### config.mk
export PLATFORM = sky130hd
export DESIGN_NAME = ifu
export DESIGN_NICKNAME = d
export VERILOG_FILES = /design/src/rtl/ifu.sv
export SDC_FILE = /design/constraint.sdc
export NUM_CORES = 1
export LEC_CHECK = 0
export BUFFER_PORTS_ARGS = -buffer_cell sky130_fd_sc_hd__buf_4
export CORE_MARGIN = 4
export CORE_UTILIZATION = 45
export CTS_CLUSTER_SIZE = 40
export DETAILED_ROUTE_END_ITERATION = 10
export PLACE_DENSITY = 0.73
export SLEW_MARGIN = 30
export SYNTH_ARGS = -nofsm -noshare
export SYNTH_HDL_FRONTEND = slang
export SYNTH_SLANG_ARGS = --single-unit
### constraint.sdc
create_clock -name clk -period 2.3 [get_ports clk]
set_input_delay 0 -clock clk [delete_from_list [all_inputs] [get_ports clk]]
set_output_delay 0 -clock clk [all_outputs]
set_load 0.03 [all_outputs]
### src/rtl/ifu.sv
// ifu: instruction fetch unit with a one-entry holding register and a drop state
// that swallows the reply of a request abandoned by a flush.
module ifu #(
    parameter logic [31:0] RESET_PC = 32'h0000_3000
) (
    input  logic        clk,
    input  logic        reset,
    output logic        imem_req,
    output logic [31:0] imem_addr,
    input  logic        imem_ack,
    input  logic [31:0] imem_rdata,
    output logic        if_valid,
    input  logic        id_ready,
    output logic [31:0] if_instr,
    output logic [31:0] if_pc,
    output logic [31:0] if_pc4,
    input  logic        redirect,
    input  logic [31:0] npc_target,
    input  logic        flush,
    input  logic [31:0] flush_pc
);
    localparam logic [31:0] RPC = {RESET_PC[31:2], 2'b00};
    typedef enum logic [1:0] {FETCH, FULL, DROP} state_t;
    state_t      state, state_n;
    logic [31:0] pc, pc_n, req_addr, req_n, fpc, npc;
    logic        ld, hs;
    assign fpc       = {flush_pc[31:2], 2'b00};
    assign npc       = {npc_target[31:2], 2'b00};
    assign hs        = state == FULL && id_ready;
    assign imem_req  = !reset && state != FULL;
    assign imem_addr = req_addr;
    assign if_valid  = state == FULL;
    // Flush wins over everything; a flush with a request still in flight parks in DROP.
    always_comb begin
        state_n = state;
        pc_n    = pc;
        req_n   = req_addr;
        ld      = 1'b0;
        if (flush) begin
            pc_n = fpc;
            if (state == FULL || (state == FETCH && imem_ack)) begin
                state_n = FETCH;
                req_n   = fpc;
            end else if (state == FETCH) state_n = DROP;
        end else if (hs) begin
            state_n = FETCH;
            req_n   = redirect ? npc : pc;
            pc_n    = redirect ? npc : pc;
        end else if (state == FETCH && imem_ack) begin
            ld      = 1'b1;
            pc_n    = req_addr + 32'd4;
            state_n = FULL;
        end else if (state == DROP && imem_ack) begin
            state_n = FETCH;
            req_n   = pc;
        end
    end
    always_ff @(posedge clk) begin
        if (reset) begin
            state    <= FETCH;
            pc       <= RPC;
            req_addr <= RPC;
            if_instr <= '0;
            if_pc    <= '0;
            if_pc4   <= '0;
        end else begin
            state    <= state_n;
            pc       <= pc_n;
            req_addr <= req_n;
            if (ld) begin
                if_instr <= imem_rdata;
                if_pc    <= req_addr;
                if_pc4   <= req_addr + 32'd4;
            end
        end
    end
endmodule

Yosys cells after proc, flatten, opt, wreduce, memory -nomap -nowiden --
Index checks and enable logic that the tools add are counted.
Storage, ports and cells: bits in registers 162, bits of input ports 102, output and inout port bits 130, word-level logic and storage cells 46
Operators by class: add/sub/neg operators 1, eq/ne operators 6, multiplexer cells 18, reductions and logical operators 14
Operators with widths (number):
- $mux W32 | 9
- $add A32 B3 Y32 const B | 1
- $mux W2 | 6
- $reduce_bool A3 Y1 | 2
- $logic_and A1 B1 Y1 | 4
- $ne A2 B1 Y1 const B | 2
- $reduce_bool A4 Y1 | 1
- $mux W1 | 3
- $ne A3 B1 Y1 const B | 1
- $ne A3 B3 Y1 const B | 1
- $reduce_and A3 Y1 | 1
- $eq A2 B1 Y1 const B | 1
- $eq A2 B2 Y1 const B | 1
- $logic_not A2 Y1 | 1
- $reduce_and A2 Y1 | 1
- $reduce_bool A2 Y1 | 1
- $reduce_or A2 Y1 | 1
- $logic_not A1 Y1 | 1
- $logic_or A1 B1 Y1 | 1

Depth between registers and ports, before layout --
depth in word-level cells 6, gate-level depth with buffers 8, mapped depth without buffers 6

Worst setup path after synthesis --
Ideal clock, no wire load.
kind register to register, start point reg req_addr[14] (netlist: imem_addr[14]), end point reg if_pc4[31], setup time 0.132 ns, arrival time 2.082 ns, required time 2.168 ns, path slack 0.086 ns, cell stages (with the launch flop) 8, path buffers 2, period minus slack after synthesis 2.214 ns, cell sequence dfxtp_1 -> buf_2 -> nand4_2 -> or4_4 -> buf_6 -> o31a_1 -> o21ai_0 -> a21oi_1
Between the ends: word-level cells in the longest chain between the ends 1
RTL lines:
- start: declaration | RTL line 25 | logic [31:0] pc, pc_n, req_addr, req_n, fpc, npc;
- start signal: assignment | RTL line 69 | req_addr <= req_n;
- $add A32 B3 Y32 | RTL line 73 | if_pc4 <= req_addr + 32'd4;
- end signal: assignment | RTL line 73
- end: declaration | RTL line 16 | output logic [31:0] if_pc4,
Every way passes these cells. A chain may end at the register's enable or synchronous reset.

Final worst setup path --
start point reg req_addr[7] (netlist: imem_addr[7]), end point reg pc[18]
Between the ends: word-level cells in the longest chain between the ends 4
RTL lines:
- $add A32 B3 Y32 | RTL line 51 | pc_n = req_addr + 32'd4;
- $mux W32 | RTL line 49 | end else if (state == FETCH && imem_ack) begin
- $mux W32 | RTL line 45 | end else if (hs) begin
- $mux W32 | RTL line 39 | if (flush) begin
- end signal: assignment | RTL line 68 | pc <= pc_n;
- end: declaration | RTL line 25
Every way passes these cells. The select of a mux whose other input is x is not followed.

==> flow_metrics.env <==
export IMPL_cts_sinks=160
export IMPL_crit_chain="nand4_2, or4_1, nor3_1, o21ai_1, a311oi_1"
export IMPL_path_buf_inv=0
export IMPL_coreArea_um2=16000
export IMPL_timing_rr_end="pc[18]"
export IMPL_worstHoldPathType="input port to flop"
export IMPL_grt_max_degree=116
export IMPL_worstHoldEndpoint="pc[11]"
export IMPL_grt_remaining_overflow=0
export IMPL_drt_iter0_markers=623
export IMPL_synth_common_cells="211 x nand2_1, 160 x dfxtp_1, 124 x a21oi_1"
export IMPL_async_reset_ff_frac=0
export IMPL_fin_skew_ps=8.21
export IMPL_cp_depth=5
export IMPL_area_delta_synth_final_pct=44.9
export IMPL_grt_pass1_wl_um=39100
export IMPL_fin_tns_setup_ps=0
export IMPL_slew_headroom=0.505
export IMPL_rows=46
export IMPL_wl_um=25400
export IMPL_timing_final_crit_period_ps=2150
export IMPL_syn_cell_area_um2=7410
export IMPL_dpl_hpwl_um=16900
export IMPL_timing_final_ws_setup_ps=152
export IMPL_peakVddDrop_mv=0.535
export IMPL_ant_nets=0
export IMPL_die_w_um=136
export IMPL_die_height_um=136
export IMPL_synth_area_leaders="dfxtp_1 43%, nand2_1 11%, a21oi_1 8.4%"
export IMPL_drive_gt1_frac=0.261
export IMPL_first_pass_iters=7
export IMPL_clock_latency_ps=420
export IMPL_diodes=0
export IMPL_via_per_inst=5.52
export IMPL_slew_violations=0
export IMPL_status="completed"
export IMPL_p_per_area_nw_per_um2=736
export IMPL_crit_family="simple AND/OR/NAND/NOR gates"
export IMPL_fin_crit_sh=0.934
export IMPL_yosysWarnings=0
export IMPL_drcViolationCount=0
export IMPL_yosysUniqueCellTypes=53
export IMPL_synth_seq_cells=160
export IMPL_path_clk_slew_ps=60
export IMPL_syn_nets=1057
export IMPL_synth_top_cell_area_share=0.432
export IMPL_start_util=0.463
export IMPL_r2r_start="imem_addr[7]"
export IMPL_yosysTopAreaCell="dfxtp_1"
export IMPL_crit_path_start_kind="flop"
export IMPL_antenna_found_initial=0
export IMPL_place_ws_ps=200
export IMPL_ff2ff_path_depth=5
export IMPL_max_stage_delay_ps=700
export IMPL_wl_per_cell_um=17.5
export IMPL_r2r_setup_slack_ps=150
export IMPL_cts_resized=0
export IMPL_min_from="flush_pc[11]"
export IMPL_setup_viol=0
export IMPL_path_class="flop to flop"
export IMPL_port_buffers=227
export IMPL_seq_area_frac_synth=0.432
export IMPL_max_freq_mhz=466
export IMPL_vias=8017
export IMPL_hold_viol=0
export IMPL_cpMaxStageDelayCell="or4_1"
export IMPL_rsz0062_at_grt="no"
export IMPL_tightest_slew_ps=743
export IMPL_synthCells=954
export IMPL_cts_buffers=17
export IMPL_grt_use_total=0.265
export IMPL_path_max_fanout=7
export IMPL_gp_congestion=0.852
export IMPL_grt_pass1_vias=7545
export IMPL_worstPathArrival_ps=2480
export IMPL_nNetsFinal=1326
export IMPL_whs_path_depth=5
export IMPL_synth_most_common_cell="nand2_1"
export IMPL_max_cap_violations=0
export IMPL_endpoint_kind="flop"
export IMPL_htreeDepth=4
export IMPL_ys_flop_type="dfxtp_1"
export IMPL_syn_area_per_cell_um2=7.77
export IMPL_ctsRootBufferMaster="clkbuf_16"
export IMPL_cts_tree="done"
export IMPL_worstPathRequired_ps=2630
export IMPL_die_area_um2=18600
export IMPL_io_pins=232
export IMPL_synth_edff_count=0
export IMPL_clock_path_buffers=2
export IMPL_p_leak_nw=4.41
[cells in the final DEF, fill, tap and decap left out, types with 6 or more instances in the layout]
master         netlist  routed
a211oi_1            33      33
a21oi_1            124     124
a311oi_1             6       6
and4_1               6       6
buf_4                3     268
bufinv_16            0       6
clkbuf_16            0      17
dfxtp_1            160     160
dlygate4sd3_1        0      62
inv_1                7       7
mux2i_1             33      33
nand2_1            211     210
nand3_1             33      33
nor2_1              69      67
nor3_1              31      31
o211ai_1            12      12
o21ai_0             49      49
o31a_1               9       9
o31ai_1             12      12
xor2_1              10      10
[metrics by stage]
step | area, µm² | total power [W] | instances | hold WS [ps] | util
CTS | 10700 | 0.00792 | 1452 | 0.188 | 0.671
global route | 10700 | 0.00819 | 1452 | 34.3 | 0.671
floorplan | 7410 | 0.00402 | 954 | 136 | -
detailed placement | 9450 | 0.00466 | 1358 | 257 | 0.591
global placement | 9450 | 0.00464 | 1358 | 246 | 0.591
finish | 10700 | 0.00790 | 1452 | 9.60 | 0.671
[worst reg2reg max path, stage by stage, from the launching register on]
cell	delay, ps
dfxtp_1	440
nand4_2	240
or4_1	700
nor3_1	320
o21ai_1	110
a311oi_1	240
[where the power goes]
group | internal [W] | switching, W | leakage, nW | total (W)
registers | 0.00295 | 0.000148 | 1.31 | 0.00310
logic | 0.000656 | 0.000950 | 2.79 | 0.00161
clock network | 0.00204 | 0.00116 | 0.313 | 0.00319
[registers in the layout, indices dropped and copies added, names as in the netlist]
name       count
if_instr      32
if_pc         32
state          2
imem_addr     32
pc            32
if_pc4        30
[metal layers]
layer  global-route usage  vias up  wire length [µm]
met1                0.332     3766             10400
met3               0.0529       43              1750
met4                0.104        0               731
li1                     -     3904                 -
met2                0.447      304             12500
met5                    0        -                 0
[area by class of cell]
type	instances	area [µm²]
Sequential cell	160	3200
Timing Repair Buffer	334	2710
Clock buffer	18	429
Clock inverter	14	238
Tap cell	216	270
Multi-Input combinational cell	702	3850
Fill cell	1362	5260
Inverter	8	30.0
[worst max path at each step]
stage | start | to
after floorplan | imem_addr[14] | if_pc4[31]
after global placement | imem_addr[12] | if_pc4[31]
after detailed placement | imem_addr[12] | if_pc4[31]
after CTS | imem_addr[12] | if_pc4[31]
after global routing | imem_addr[7] | pc[18]
final | imem_addr[7] | pc[18]
[logic make-up (layout without fill, tap and decap cells)]
logic type      after synthesis  after routing  share of synthesized area
simple gates                383            383                      0.232
compound gates              269            269                      0.219
flops                       160            160                      0.432
buf+inv                      92            374                     0.0510
mux                          34             34                     0.0461
xor+xnor                     15             15                     0.0177
fa+ha+maj                     1              1                    0.00169
[timing repair]
action / in CTS / in global routing
hold buffers: 62 / 0
hold endpoints to repair: 83 / 0
buffers inserted: 0 / 0
Power figures use the tool's default switching activity.
